**src/rtl/wb_uart_tx_pkg.sv**
```systemverilog
// -----------------------------------------------------------------------------
// wb_uart_tx_pkg
// Shared definitions for the Wishbone UART transmitter:
//   - register word offsets (wb_adr_i[3:2])
//   - STATUS register bit positions
//   - serializer state encoding
// -----------------------------------------------------------------------------
package wb_uart_tx_pkg;

   // Register word offsets
   localparam logic [1:0] REG_TXDATA  = 2'd0;
   localparam logic [1:0] REG_STATUS  = 2'd1;
   localparam logic [1:0] REG_DIVISOR = 2'd2;

   // STATUS bit indices
   localparam int ST_FULL      = 0;
   localparam int ST_EMPTY     = 1;
   localparam int ST_BUSY      = 2;
   localparam int ST_OVF       = 3;
   localparam int ST_LEVEL_LSB = 8;

   // Serializer states
   typedef enum logic [1:0] {
      IDLE  = 2'd0,
      START = 2'd1,
      DATA  = 2'd2,
      STOP  = 2'd3
   } tx_state_t;

endpackage

```
**src/rtl/wb_uart_tx_if.sv**
```systemverilog
// -----------------------------------------------------------------------------
// wb_uart_tx_if
// Wishbone classic bus bundle for the UART transmitter.
//   master modport: drives adr/dat_i/we/sel/stb/cyc, receives dat_o/ack
//   slave  modport: the reverse
// -----------------------------------------------------------------------------
interface wb_uart_tx_if #(
   parameter int AW = 4
);
   logic [AW-1:0] wb_adr_i;
   logic [31:0]   wb_dat_i;
   logic [31:0]   wb_dat_o;
   logic          wb_we_i;
   logic [3:0]    wb_sel_i;
   logic          wb_stb_i;
   logic          wb_cyc_i;
   logic          wb_ack_o;

   modport master (
      output wb_adr_i, wb_dat_i, wb_we_i, wb_sel_i, wb_stb_i, wb_cyc_i,
      input  wb_dat_o, wb_ack_o
   );

   modport slave (
      input  wb_adr_i, wb_dat_i, wb_we_i, wb_sel_i, wb_stb_i, wb_cyc_i,
      output wb_dat_o, wb_ack_o
   );
endinterface

```
**src/rtl/wb_uart_tx_sync_fifo.sv**
```systemverilog
// -----------------------------------------------------------------------------
// sync_fifo
// Single-clock FIFO with show-ahead read data (o_rdata is the head entry while
// not empty). Reusable by the receive path.
//   clock, reset      : clock, synchronous active-high reset (empties FIFO)
//   i_push, i_wdata   : write request and data; ignored when full unless a pop
//                       happens in the same cycle
//   i_pop             : remove head entry; ignored when empty
//   o_rdata           : head entry
//   o_full, o_empty   : flags derived from the registered level
//   o_level           : number of stored entries, 0..DEPTH
// -----------------------------------------------------------------------------
module sync_fifo #(
   parameter int WIDTH = 8,
   parameter int DEPTH = 16
) (
   input  logic                     clock,
   input  logic                     reset,
   input  logic                     i_push,
   input  logic [WIDTH-1:0]         i_wdata,
   input  logic                     i_pop,
   output logic [WIDTH-1:0]         o_rdata,
   output logic                     o_full,
   output logic                     o_empty,
   output logic [$clog2(DEPTH):0]   o_level
);
   localparam int PW = $clog2(DEPTH);

   logic [WIDTH-1:0] r_mem [DEPTH];
   logic [PW-1:0]    r_wptr;
   logic [PW-1:0]    r_rptr;
   logic [PW:0]      r_level;
   logic             w_push_ok;
   logic             w_pop_ok;

   // A pop in the same cycle frees a slot, so a push into a full FIFO still lands.
   assign w_pop_ok  = i_pop & ~o_empty;
   assign w_push_ok = i_push & (~o_full | w_pop_ok);

   // Storage has no reset so it maps onto plain memory.
   always_ff @(posedge clock) begin
      if (w_push_ok) begin
         r_mem[r_wptr] <= i_wdata;
      end
   end

   always_ff @(posedge clock) begin
      if (reset) begin
         r_wptr  <= '0;
         r_rptr  <= '0;
         r_level <= '0;
      end else begin
         if (w_push_ok) begin
            r_wptr <= r_wptr + 1'b1;
         end
         if (w_pop_ok) begin
            r_rptr <= r_rptr + 1'b1;
         end
         unique case ({w_push_ok, w_pop_ok})
            2'b10:   r_level <= r_level + 1'b1;
            2'b01:   r_level <= r_level - 1'b1;
            default: r_level <= r_level;
         endcase
      end
   end

   assign o_rdata = r_mem[r_rptr];
   assign o_full  = (r_level == (PW+1)'(DEPTH));
   assign o_empty = (r_level == '0);
   assign o_level = r_level;

endmodule

```
**src/rtl/wb_uart_tx.sv**
```systemverilog
// -----------------------------------------------------------------------------
// wb_uart_tx
// Wishbone classic slave UART transmitter (8N1, LSB first).
//   clock  : system clock
//   reset  : synchronous active-high reset
//   wb     : Wishbone slave bundle (adr[3:2] selects TXDATA/STATUS/DIVISOR)
//   tx_o   : serial output, idle high
// STATUS: bit0 full, bit1 empty (FIFO empty and idle), bit2 busy, bit3 sticky
// overflow, FIFO level at bit8 upward (one extra bit so a full FIFO reads as
// FIFO_DEPTH rather than wrapping to 0).
// -----------------------------------------------------------------------------
module wb_uart_tx
   import wb_uart_tx_pkg::*;
#(
   parameter int CLK_DIV    = 208,
   parameter int FIFO_DEPTH = 16,
   parameter int AW         = 4
) (
   input  logic          clock,
   input  logic          reset,
   wb_uart_tx_if.slave   wb,
   output logic          tx_o
);
   localparam int          L       = $clog2(FIFO_DEPTH);
   localparam logic [15:0] DIV_RST = 16'(CLK_DIV);

   // Bus side
   logic          r_ack;
   logic [31:0]   r_dat_o;
   logic [15:0]   r_div;
   logic          r_ovf;
   logic [AW-1:0] w_adr;
   logic [1:0]    w_reg;
   logic          w_req;
   logic          w_acc_wr;
   logic          w_push;
   logic          w_div_wr;
   logic          w_ovf_set;
   logic          w_ovf_clr;
   logic [31:0]   w_status;
   logic [31:0]   w_rd_mux;

   // FIFO
   logic [7:0]    w_rdata;
   logic          w_full;
   logic          w_empty;
   logic [L:0]    w_level;
   logic          w_pop;

   // Serializer
   tx_state_t     r_state;
   logic [15:0]   r_bitcnt;
   logic [2:0]    r_bitidx;
   logic [7:0]    r_byte;
   logic [15:0]   r_div_lat;
   logic          r_tx;
   logic [2:0]    w_next_idx;

   logic          w_unused;

   assign w_adr = wb.wb_adr_i;
   assign w_reg = w_adr[3:2];

   // New request only when ack is low; the ack cycle itself commits the access.
   assign w_req    = wb.wb_cyc_i & wb.wb_stb_i & ~r_ack;
   assign w_acc_wr = r_ack & wb.wb_cyc_i & wb.wb_stb_i & wb.wb_we_i & wb.wb_sel_i[0];

   assign w_push    = w_acc_wr & (w_reg == REG_TXDATA);
   assign w_div_wr  = w_acc_wr & (w_reg == REG_DIVISOR);
   assign w_ovf_clr = w_acc_wr & (w_reg == REG_STATUS) & wb.wb_dat_i[ST_OVF];
   assign w_ovf_set = w_push & w_full & ~w_pop;

   // Pop relies on the registered empty flag, so push/pop on an empty FIFO never collide.
   assign w_pop = ~w_empty & ((r_state == IDLE) | ((r_state == STOP) && (r_bitcnt == '0)));

   always_comb begin
      w_status                            = '0;
      w_status[ST_FULL]                   = w_full;
      w_status[ST_EMPTY]                  = w_empty & (r_state == IDLE);
      w_status[ST_BUSY]                   = (r_state != IDLE);
      w_status[ST_OVF]                    = r_ovf;
      w_status[ST_LEVEL_LSB +: L+1]       = w_level;
   end

   always_comb begin
      w_rd_mux = '0;
      unique case (w_reg)
         REG_STATUS:  w_rd_mux = w_status;
         REG_DIVISOR: w_rd_mux = {16'h0000, r_div};
         default:     w_rd_mux = '0;
      endcase
   end

   always_ff @(posedge clock) begin
      if (reset) begin
         r_ack   <= 1'b0;
         r_dat_o <= '0;
         r_div   <= DIV_RST;
         r_ovf   <= 1'b0;
      end else begin
         r_ack   <= w_req;
         r_dat_o <= w_req ? w_rd_mux : '0;
         if (w_div_wr) begin
            r_div <= (wb.wb_dat_i[15:0] == '0) ? 16'd1 : wb.wb_dat_i[15:0];
         end
         // Set has priority over a coincident clear.
         if (w_ovf_set) begin
            r_ovf <= 1'b1;
         end else if (w_ovf_clr) begin
            r_ovf <= 1'b0;
         end
      end
   end

   assign wb.wb_ack_o = r_ack;
   assign wb.wb_dat_o = r_dat_o;

   sync_fifo #(
      .WIDTH (8),
      .DEPTH (FIFO_DEPTH)
   ) u_fifo (
      .clock   (clock),
      .reset   (reset),
      .i_push  (w_push),
      .i_wdata (wb.wb_dat_i[7:0]),
      .i_pop   (w_pop),
      .o_rdata (w_rdata),
      .o_full  (w_full),
      .o_empty (w_empty),
      .o_level (w_level)
   );

   assign w_next_idx = r_bitidx + 3'd1;

   // Each bit lasts r_div_lat cycles: the counter is loaded with div-1 and the
   // state advances on the cycle it reads zero. The divisor is latched on START
   // entry so a DIVISOR write never stretches the frame in flight.
   always_ff @(posedge clock) begin
      if (reset) begin
         r_state   <= IDLE;
         r_bitcnt  <= '0;
         r_bitidx  <= '0;
         r_byte    <= '0;
         r_div_lat <= DIV_RST;
         r_tx      <= 1'b1;
      end else begin
         unique case (r_state)
            IDLE: begin
               if (w_pop) begin
                  r_byte    <= w_rdata;
                  r_div_lat <= r_div;
                  r_bitcnt  <= r_div - 16'd1;
                  r_tx      <= 1'b0;
                  r_state   <= START;
               end
            end
            START: begin
               if (r_bitcnt == '0) begin
                  r_bitcnt <= r_div_lat - 16'd1;
                  r_bitidx <= '0;
                  r_tx     <= r_byte[0];
                  r_state  <= DATA;
               end else begin
                  r_bitcnt <= r_bitcnt - 16'd1;
               end
            end
            DATA: begin
               if (r_bitcnt == '0) begin
                  r_bitcnt <= r_div_lat - 16'd1;
                  if (r_bitidx == 3'd7) begin
                     r_tx    <= 1'b1;
                     r_state <= STOP;
                  end else begin
                     r_bitidx <= w_next_idx;
                     r_tx     <= r_byte[w_next_idx];
                  end
               end else begin
                  r_bitcnt <= r_bitcnt - 16'd1;
               end
            end
            STOP: begin
               if (r_bitcnt == '0) begin
                  // Back-to-back frames: next start bit follows the stop bit directly.
                  if (w_pop) begin
                     r_byte    <= w_rdata;
                     r_div_lat <= r_div;
                     r_bitcnt  <= r_div - 16'd1;
                     r_tx      <= 1'b0;
                     r_state   <= START;
                  end else begin
                     r_state <= IDLE;
                  end
               end else begin
                  r_bitcnt <= r_bitcnt - 16'd1;
               end
            end
            default: r_state <= IDLE;
         endcase
      end
   end

   assign tx_o = r_tx;

   assign w_unused = ^{wb.wb_dat_i[31:16], wb.wb_sel_i[3:1], w_adr[1:0]};

endmodule

```
**src/flat_wrapper.sv**
```systemverilog
// flat-port wrapper written by rule: the top's interface ports become plain ports
module wb_uart_tx_flat import wb_uart_tx_pkg::*;
#(
   parameter int CLK_DIV    = 208,
   parameter int FIFO_DEPTH = 16,
   parameter int AW         = 4
)
  (clock, reset, tx_o, wb_wb_adr_i, wb_wb_dat_i, wb_wb_we_i, wb_wb_sel_i, wb_wb_stb_i, wb_wb_cyc_i, wb_wb_dat_o, wb_wb_ack_o);
  wb_uart_tx_if #(.AW(AW)) wb_i ();
  input  logic clock;
  input  logic reset;
  output logic tx_o;
  input wire logic [$bits(wb_i.wb_adr_i)-1:0] wb_wb_adr_i;
  input wire logic [$bits(wb_i.wb_dat_i)-1:0] wb_wb_dat_i;
  input wire logic [$bits(wb_i.wb_we_i)-1:0] wb_wb_we_i;
  input wire logic [$bits(wb_i.wb_sel_i)-1:0] wb_wb_sel_i;
  input wire logic [$bits(wb_i.wb_stb_i)-1:0] wb_wb_stb_i;
  input wire logic [$bits(wb_i.wb_cyc_i)-1:0] wb_wb_cyc_i;
  output wire logic [$bits(wb_i.wb_dat_o)-1:0] wb_wb_dat_o;
  output wire logic [$bits(wb_i.wb_ack_o)-1:0] wb_wb_ack_o;
  assign wb_i.wb_adr_i = wb_wb_adr_i;
  assign wb_i.wb_dat_i = wb_wb_dat_i;
  assign wb_i.wb_we_i = wb_wb_we_i;
  assign wb_i.wb_sel_i = wb_wb_sel_i;
  assign wb_i.wb_stb_i = wb_wb_stb_i;
  assign wb_i.wb_cyc_i = wb_wb_cyc_i;
  assign wb_wb_dat_o = wb_i.wb_dat_o;
  assign wb_wb_ack_o = wb_i.wb_ack_o;
  wb_uart_tx #(.CLK_DIV(CLK_DIV), .FIFO_DEPTH(FIFO_DEPTH), .AW(AW)) u_core (.clock(clock), .reset(reset), .wb(wb_i), .tx_o(tx_o));
endmodule
```
**config.mk**
```make
export PLATFORM = sky130hd
export DESIGN_NAME = wb_uart_tx_flat
export DESIGN_NICKNAME = d
export VERILOG_FILES = /design/src/rtl/wb_uart_tx_pkg.sv /design/src/rtl/wb_uart_tx_if.sv /design/src/rtl/wb_uart_tx_sync_fifo.sv /design/src/rtl/wb_uart_tx.sv /design/src/flat_wrapper.sv
export SDC_FILE = /design/constraint.sdc
export NUM_CORES = 1
export LEC_CHECK = 0
export CORE_MARGIN = 3
export CORE_UTILIZATION = 45
export DETAILED_ROUTE_END_ITERATION = 6
export GPL_ROUTABILITY_DRIVEN = 0
export GPL_TIMING_DRIVEN = 0
export SLEW_MARGIN = 40
export SYNTH_ARGS = -nofsm -noshare
export SYNTH_HDL_FRONTEND = slang
export SYNTH_HIERARCHICAL = 1
export SYNTH_SLANG_ARGS = --single-unit
```
**constraint.sdc**
```tcl
create_clock -name clock -period 3.92 [get_ports clock]
set_input_delay 0.588 -clock clock [delete_from_list [all_inputs] [get_ports clock]]
set_output_delay 0.588 -clock clock [all_outputs]
set_load 0.05 [all_outputs]
```
==> results.toml <==
[sta]
slew_headroom_pct = 46.2
worstMarginPinSlew_ps = 805
hold_viol = 0
rsz0062_at_grt = "no"
final.period_utilization_pct = 93.9
fin_skew_ps = 14.7
slew_viol_final = 0
setup_violations = 0
maxClockFrequency_ghz = 0.272
finalCriticalPeriod_ps = 3680
fin_hold_ws_ps = 428

[final_layout]
multiInputGateArea_um2 = 4230
drive_above_1_share_pct = 14.6
fillCellCount = 1927
regArea_um2 = 5790
diodes = 0
fin_util_pct = 54.3
area_growth_pct = 16.8
final_nets = 1006

[die]
core.rowCount = 54
die_y_um = 157
io_pins = 79
initial_core_util_pct = 46.5
die_area_um2 = 24800
die_x_um = 157
core_area_um2 = 22200

[logic_synthesis]
synth.area.top_cells = "edfxtp_1 (37%), dfxtp_1 (19%), mux4_2 (7.4%), mux2i_1 (2.9%), nor2_1 (2.6%)"
synth.top_cell.area_share_pct = 37.3
synth-async-reset-ratio_pct = 0
synth_area_um2 = 10300
syn_avg_cell_area_um2 = 12.2
syn_inst = 848
synth-edff-count = 128
synth_ff_type = "edfxtp_1"
yosysWarnings = 6
ys_ff_latch = 225
yosysSeqAreaShare_pct = 56.1
ys_types = 73
synth_top_area_cell = "edfxtp_1"

[route]
avgViaCountPerCell = 5.68
postRouteAntennaNets = 0
drc = 0
drt_iter0_drc = 530
wl_per_cell_um = 20.3
via_count = 7037
routed_wl_um = 25200
dr.pass1.iters = 5

[power_and_ir_drop]
ir_drop_mv = 0.554
p_per_area_nw_per_um2 = 613
power_frac_comb_pct = 32.5
p_int_w = 0.00481
seq_power_share_pct = 36.9
p_clk_share_pct = 30.6
p_switching_w = 0.00257
p_sw_share_pct = 34.8
p_leak_nw = 4.14

[place]
io_buffers = 40
dpl.hpwl_um = 17500

[worst_setup_path]
critPathMaxStageDelay_ps = 570
cp_top_family = "simple AND/OR/NAND/NOR gates"
path_class = "flop to flop"
arrival_ps = 4080
slowest_stage = "or4_4"
path_buf_inv = 2
cp_max_fo = 10
crit_chain = "or4_4, buf_6, nor2_4, nand4b_1, o22ai_4, nor2b_1, o21ai_2, inv_1, ha_1, nand2b_1, o2bb2ai_2, mux2i_1, or4_1"
start_kind = "flop"
cp-end-kind = "flop"
worstPathRequired_ps = 4320
r2r_setup_slack_ps = 240

[flow_run]
maxCapViolCount = 0

[outcome]
outcome = "completed"

[clock_network]
cts_made_buffers = 25
cts_root_buffer = "clkbuf_16"
cts_tree = "done"
cts.sinks = 225
clk_latency_ps = 530
clkTransAtPathRegs_ps = 60
clk_path_buf_depth = 3
htreeDepth = 1

[grt]
grt_max_degree = 23
grt_pass1_vias = 6710
grt_usage_pct = 20.1
grt_antenna_before_repair = 0
grt_pass1_wl_um = 38400
grt_overflow = 0

[worst_hold_path]
worstHoldPathType = "input port to flop"
[area by class of cell]
class                   instances  area share [%]
plain buffers                  56            2.62
clock buffers                  27            5.26
clock inverters                19            1.39
inverters                      22           0.686
multi-input cells             559            35.1
flip-flops and latches        225            48.1
well taps                     280            2.91
repair buffers                 50            3.91
[metal layers]
metal  wire length [um]  track usage [%]
met1              11500             28.9
met2              11900             32.8
met3               1410             3.08
met4                379             3.88
met5                  0                0
[layout by cell type (no fill, tap or decap), drive strengths merged, types with 24 or more instances in the layout]
cell | netlist | layout
inv | 22 | 24
nor3 | 24 | 24
nand3 | 30 | 30
xnor2 | 28 | 28
mux2i | 30 | 30
clkdlybuf4s50 | 0 | 40
dfxtp | 97 | 97
mux4 | 34 | 34
nand2 | 58 | 58
nor2 | 72 | 72
edfxtp | 128 | 128
a22oi | 25 | 25
a21oi | 38 | 38
buf | 30 | 40
clkbuf | 28 | 53
[power groups by stage]
| stage | logic, W | clock network, W | registers (W) |
|---|---|---|---|
| floorplan | 0.00169 | 0 | 0.00275 |
| global placement | 0.00225 | 0 | 0.00276 |
| detailed placement | 0.00225 | 0 | 0.00276 |
| CTS | 0.00228 | 0.00231 | 0.00271 |
| global route | 0.00260 | 0.00240 | 0.00274 |
| finish | 0.00240 | 0.00226 | 0.00272 |
[timing repair]
item | CTS | global route
hold buffers | 0 | 0
resized for setup | 3 | 2
setup endpoints to repair | 107 | 7
pin swaps | 0 | 2
gates cloned | 0 | 1
setup buffers | 0 | 7
[final timing paths]
check                      startpoint                       end  cells past startpoint
max          u_core/u_fifo/o_level[0]  u_core/u_fifo/o_level[4]                     13
min                             reset  u_core/u_fifo/o_level[0]                      2
max reg2reg  u_core/u_fifo/o_level[0]  u_core/u_fifo/o_level[4]                     13
min reg2reg        u_core/r_bitidx[2]        u_core/r_bitidx[2]                      2
[cell usage after synthesis (all sizes together) (8+ instances only)]
master  instances
o211ai          9
a21oi          38
edfxtp        128
ha             21
or4             9
nand3          30
nand2b          9
mux4           34
mux2i          30
a22oi          25
nor2b          10
nor2           72
and2           11
nor4           12
buf            30
and3           14
nand2          58
inv            22
dfxtp          97
o22ai           8
o21ai          19
xor2           10
clkbuf         28
xnor2          28
nor3           24
[metrics by stage]
step | setup TNS [ps] | setup slack (ps) | instances | cell area (um2) | total power, W
6_report | 0 | 240 | 1238 | 12000 | 0.00738
5_1_grt | 0 | 67.4 | 1238 | 12000 | 0.00774
4_1_cts | 0 | 49.2 | 1231 | 12000 | 0.00730
3_5_place_dp | -12420 | -575 | 1186 | 11100 | 0.00501
3_3_place_gp | -19510 | -886 | 1183 | 11100 | 0.00501
2_1_floorplan | 0 | 315 | 863 | 10400 | 0.00444
[registers in the layout, summed over array words and instances (netlist names), named ones only]
| signal | count |
|---|---|
| u_core/r_bitcnt | 16 |
| u_core/r_bitidx | 3 |
| u_core/r_byte | 8 |
| u_core/r_div | 16 |
| u_core/r_div_lat | 16 |
| u_core/r_ovf | 1 |
| u_core/r_state | 2 |
| u_core/tx_o | 1 |
| u_core/u_fifo/o_level | 5 |
| u_core/u_fifo/r_mem | 128 |
| u_core/u_fifo/r_rptr | 4 |
| u_core/u_fifo/r_wptr | 4 |
| u_core/wb.wb_ack_o | 1 |
| u_core/wb.wb_dat_o | 16 |
[logic make-up after synthesis]
| group | after synthesis | synth area share [%] |
|---|---|---|
| other | 1 | 0.0364 |
| buffers and inverters | 80 | 3.93 |
| adder cells (fa/ha/maj) | 22 | 2.74 |
| AND/OR/NAND/NOR | 276 | 14.0 |
| multiplexers | 65 | 10.5 |
| XOR/XNOR | 38 | 3.23 |
| flip-flops | 225 | 56.1 |
| AO/OA/AOI/OAI | 141 | 9.41 |
No activity file was read; power rests on OpenSTA's default activity.
==> edit 1 (config.mk and constraints unchanged) <==
Make the reset (`reset`) asynchronous in 3 clocked blocks. Comments in the files are not updated.
--- a/src/rtl/wb_uart_tx_sync_fifo.sv
+++ b/src/rtl/wb_uart_tx_sync_fifo.sv
@@ -44,7 +44,7 @@
       end
    end
 
-   always_ff @(posedge clock) begin
+   always_ff @(posedge clock or posedge reset) begin
       if (reset) begin
          r_wptr  <= '0;
          r_rptr  <= '0;
--- a/src/rtl/wb_uart_tx.sv
+++ b/src/rtl/wb_uart_tx.sv
@@ -91,7 +91,7 @@
       endcase
    end
 
-   always_ff @(posedge clock) begin
+   always_ff @(posedge clock or posedge reset) begin
       if (reset) begin
          r_ack   <= 1'b0;
          r_dat_o <= '0;
@@ -135,7 +135,7 @@
    // Each bit lasts r_div_lat cycles: the counter is loaded with div-1 and the
    // state advances on the cycle it reads zero. The divisor is latched on START
    // entry so a DIVISOR write never stretches the frame in flight.
-   always_ff @(posedge clock) begin
+   always_ff @(posedge clock or posedge reset) begin
       if (reset) begin
          r_state   <= IDLE;
          r_bitcnt  <= '0;
Check against the original RTL: differs if reset is asserted again (counterexample within 4 cycles, from zero or initial values and one cycle with reset high); with reset held inactive, the same outputs for 4 cycles.
==> edit 1 against the unedited design <==
Power increased by 22%; sequential share of layout area increased by 2.3 points; setup slack got worse by 0.0035 ns; core utilization decreased by 0.49 points; wire length decreased by 1.3%; cell area increased by 1.9%; sequential cell count decreased by 4; non-clock buffer count decreased by 8; cell count decreased by 3.6%; synthesized area increased by 1.9%; die area increased by 1.9%; combinational power increased by 51%.
==> edit 1: results <==
metrics = {
    "outcome": {
        "status": "finished clean",
    },
    "yosys": {
        "synth_area_leaders": "edfxtp_1 37%, dfrtp_1 20%, mux4_2 7.1%",
        "synth_common_cells": "128 x edfxtp_1, 86 x dfrtp_1, 52 x nand2_1",
        "yosysUniqueCellTypes": 71,
        "synthArstFlopShare_pct": 42.1,
        "yosys_register_bits": 221,
        "synth_seq_area_share_pct": 58.8,
    },
    "sta": {
        "maxSlewHeadroom_pct": 47.0,
        "clock_skew_ns": 0.0161,
    },
    "drt": {
        "drt_iter0_drc": 420,
        "route.met2.wl_um": 12500,
        "wl_um": 24800,
        "wl_met3_um": 1070,
        "vias_per_cell": 5.65,
        "wl_met1_um": 10800,
    },
    "hold_path": {
        "min_path_type": "primary input to asynchronous set/reset pin",
    },
    "worst_setup_path": {
        "rr_worst_depth": 14,
        "slowest_stage": "fa_1",
        "crit_arrival_ns": 4.12,
        "cp-endpoint": "u_core/u_fifo/o_level[4]$_DFFE_PP0P_",
        "critPathMaxFanout": 26,
        "max_stage_delay_ns": 0.44,
    },
    "power_and_ir_drop": {
        "p_leak_nw": 4.75,
        "irDropWorstVdd_v": 0.000424,
    },
    "cells_and_area": {
        "fillers": 1907,
        "clock_area_share_pct": 6.66,
        "nNetsFinal": 928,
        "sh_seq_area_pct": 50.4,
        "top_register": "u_core/u_fifo/r_mem",
        "drive_gt1_share_pct": 17.3,
        "final-nonclk-buf-share_pct": 6.15,
        "multiInputGateArea_um2": 4030,
        "buffers_excl_clock": 98,
    },
    "global_routing": {
        "grtUsageMet3_pct": 2.74,
        "use_met2_pct": 33.8,
        "grt_pass1_wl_um": 39700,
        "grt_start_max_net_pins": 44,
        "grt_pass1_vias": 6899,
        "grtUsageTotal_pct": 19.8,
    },
    "placement": {
        "dp_hpwl_um": 17900,
        "portBuffers": 41,
    },
    "clocking": {
        "cts.htree.levels": 1,
        "cts_resized": 2,
    },
}
edit 1: cell types whose count changed after synthesis, moves of 8 or more:
| cell | unedited run | this run |
|---|---|---|
| dfxtp_1 | 97 | 0 |
| dfrtp_1 | 0 | 86 |
| nor2_1 | 72 | 46 |
| mux2_1 | 0 | 22 |
| mux2i_1 | 30 | 8 |
| mux2_2 | 1 | 17 |
| nand3_1 | 29 | 14 |
| a21oi_1 | 37 | 24 |
| xor2_1 | 10 | 22 |
| o21ai_1 | 2 | 12 |
| nor2b_1 | 10 | 2 |
edit 1: worst max-delay path: cells and delay by family, from the launching register on:
family	cells	cell delay (ns)
compound gates	4	0.91
fa+ha+maj	2	0.60
buf+inv	3	0.50
flops	1	0.41
simple gates	5	1.17
edit 1: where the power goes:
group	leakage, nW	total, mW	switching [mW]	internal [mW]
Clock	0.401	2.29	0.919	1.38
Combinational	2.00	3.62	2.05	1.57
Sequential	2.35	3.06	0.306	2.75
edit 1: cell families (layout without fill, tap and decap cells):
logic type | Yosys count | after routing | share of synthesized area [%]
flops | 221 | 221 | 58.8
simple gates | 205 | 205 | 10.6
other cells | 1 | 16 | 0.0357
compound gates | 126 | 126 | 8.31
buf+inv | 77 | 166 | 3.74
fa+ha+maj | 22 | 22 | 2.69
mux | 81 | 81 | 12.2
xor+xnor | 43 | 43 | 3.59
edit 1: metrics by stage:
stage          hold slack (ns)  instances  worst slack (ns)  area, um^2
2_1_floorplan            0.452        791            0.0918       10600
3_3_place_gp             0.466       1145            -0.374       11400
3_5_place_dp             0.472       1148            -0.437       11400
4_1_cts                  0.463       1193            0.0317       12200
5_1_grt                  0.499       1193            0.0378       12300
6_report                 0.465       1193             0.236       12300
==> edit 2 (config.mk and constraints unchanged) <==
Without the edit above. `CLK_DIV` is set to 208 in 2 places; all go to 104.
--- a/src/rtl/wb_uart_tx.sv
+++ b/src/rtl/wb_uart_tx.sv
@@ -12,7 +12,7 @@
 module wb_uart_tx
    import wb_uart_tx_pkg::*;
 #(
-   parameter int CLK_DIV    = 208,
+   parameter int CLK_DIV    = 104,
    parameter int FIFO_DEPTH = 16,
    parameter int AW         = 4
 ) (
--- a/src/flat_wrapper.sv
+++ b/src/flat_wrapper.sv
@@ -1,7 +1,7 @@
 // flat-port wrapper written by rule: the top's interface ports become plain ports
 module wb_uart_tx_flat import wb_uart_tx_pkg::*;
 #(
-   parameter int CLK_DIV    = 208,
+   parameter int CLK_DIV    = 104,
    parameter int FIFO_DEPTH = 16,
    parameter int AW         = 4
 )
Function: changed (Yosys sat finds a counterexample within 4 cycles, from zero or initial values and one cycle with reset high).
==> edit 2 against the unedited design <==
Power up 1.9%; setup slack worse by 0.022 ns; largest cell class unchanged; wire length up 1.4%; via count up 2.5%; combinational power about the same; largest power group unchanged; critical path type unchanged; clock skew down 0.0052 ns; synthesized area up 1.0%; sequential cell count unchanged; highest routed layer unchanged; cell area up 1.8%.
==> edit 2: results <==
metrics = {
    "outcome": {
        "status": "finished clean",
    },
    "drt": {
        "route.met2.wl_um": 12000,
        "vias": 7211,
        "top_layer": "met4",
        "drt_iter0_drc": 458,
    },
    "yosys": {
        "synth_seq_area_share_pct": 55.6,
        "synth_xor_xnor_area_share_pct": 3.11,
        "synth_compound_area_share_pct": 9.63,
        "yosysUniqueCellTypes": 71,
        "synthAdderAreaFrac_pct": 2.72,
        "synth_top_family_by_area": "simple AND/OR/NAND/NOR gates",
        "synthArstFlopShare_pct": 0,
        "muxShareOfSynthArea_pct": 10.9,
        "synth_area_leaders": "edfxtp_1 37%, dfxtp_1 19%, mux4_2 7.4%",
        "synth_common_cells": "128 x edfxtp_1, 97 x dfxtp_1, 84 x nor2_1",
    },
    "global_routing": {
        "grtUsageTotal_pct": 20.4,
        "grt_pass1_vias": 6853,
        "use_met2_pct": 32.6,
        "grt_pass1_wl_um": 39300,
        "grt_start_max_net_pins": 20,
        "use_met1_pct": 29.4,
    },
    "clocking": {
        "cts.htree.levels": 1,
        "clock_latency_ns": 0.52,
        "cts_setup_buffers": 2,
        "cts_resized": 5,
        "cts-buffers-inserted": 26,
    },
    "sta": {
        "min_period_ns": 3.70,
        "tightest_slew_ns": 0.799,
        "clock_skew_ns": 0.00947,
        "holdWs_ns": 0.463,
    },
    "cells_and_area": {
        "buffers_excl_clock": 114,
        "clock_area_share_pct": 7.23,
        "sh_seq_area_pct": 47.2,
        "nNetsFinal": 1037,
        "final-nonclk-buf-share_pct": 6.81,
        "clock_buffers": 37,
        "n_all_inverters": 25,
        "top_register": "u_core/u_fifo/r_mem",
        "multi_input_area_share_pct": 35.0,
        "multi_input_cells": 578,
        "diodes": 0,
        "largest_reg_flops": 128,
        "fillers": 1957,
    },
    "hold_path": {
        "min_path_type": "flip-flop to flip-flop",
        "worstHoldStart": "u_core/r_bitidx[1]$_SDFFE_PP0P_",
        "hold_end": "u_core/r_bitidx[1]$_SDFFE_PP0P_",
    },
    "worst_setup_path": {
        "rr_worst_depth": 15,
        "r2r_slack_ns": 0.22,
        "critPathMaxFanout": 18,
        "crit_arrival_ns": 4.10,
    },
    "power_and_ir_drop": {
        "top_power_group": "registers",
        "seqPwrFrac_pct": 35.3,
        "irDropWorstVdd_v": 0.000385,
        "combPwrFrac_pct": 32.0,
        "power_mw": 7.52,
        "p_leak_nw": 4.27,
        "switching_power_mw": 2.53,
    },
    "placement": {
        "dp_hpwl_um": 18000,
        "pre_cts_ws_ns": -0.689,
    },
}
==> edit 2: cell types whose count changed after synthesis, sizes merged, moves of 4 or more <==
cell | unedited run | this run
nand2 | 58 | 51
mux2i | 30 | 36
o211ai | 9 | 3
nand4b | 4 | 0
a21oi | 38 | 44
nor2 | 72 | 85
or3 | 5 | 9
==> edit 2: per-stage QoR <==
| step | area, um^2 | instances |
|---|---|---|
| after global placement | 11200 | 1214 |
| after floorplan | 10500 | 888 |
| final | 12200 | 1275 |
| after global routing | 12200 | 1275 |
| after CTS | 12200 | 1267 |
| after detailed placement | 11300 | 1217 |
==> edit 2: worst register-to-register path: cells and delay by family, from the launching register on <==
family,cells,cell delay [ns]
simple gates,6,1.69
compound gates,4,0.58
flops,1,0.37
fa+ha+maj,1,0.35
buf+inv,4,0.58
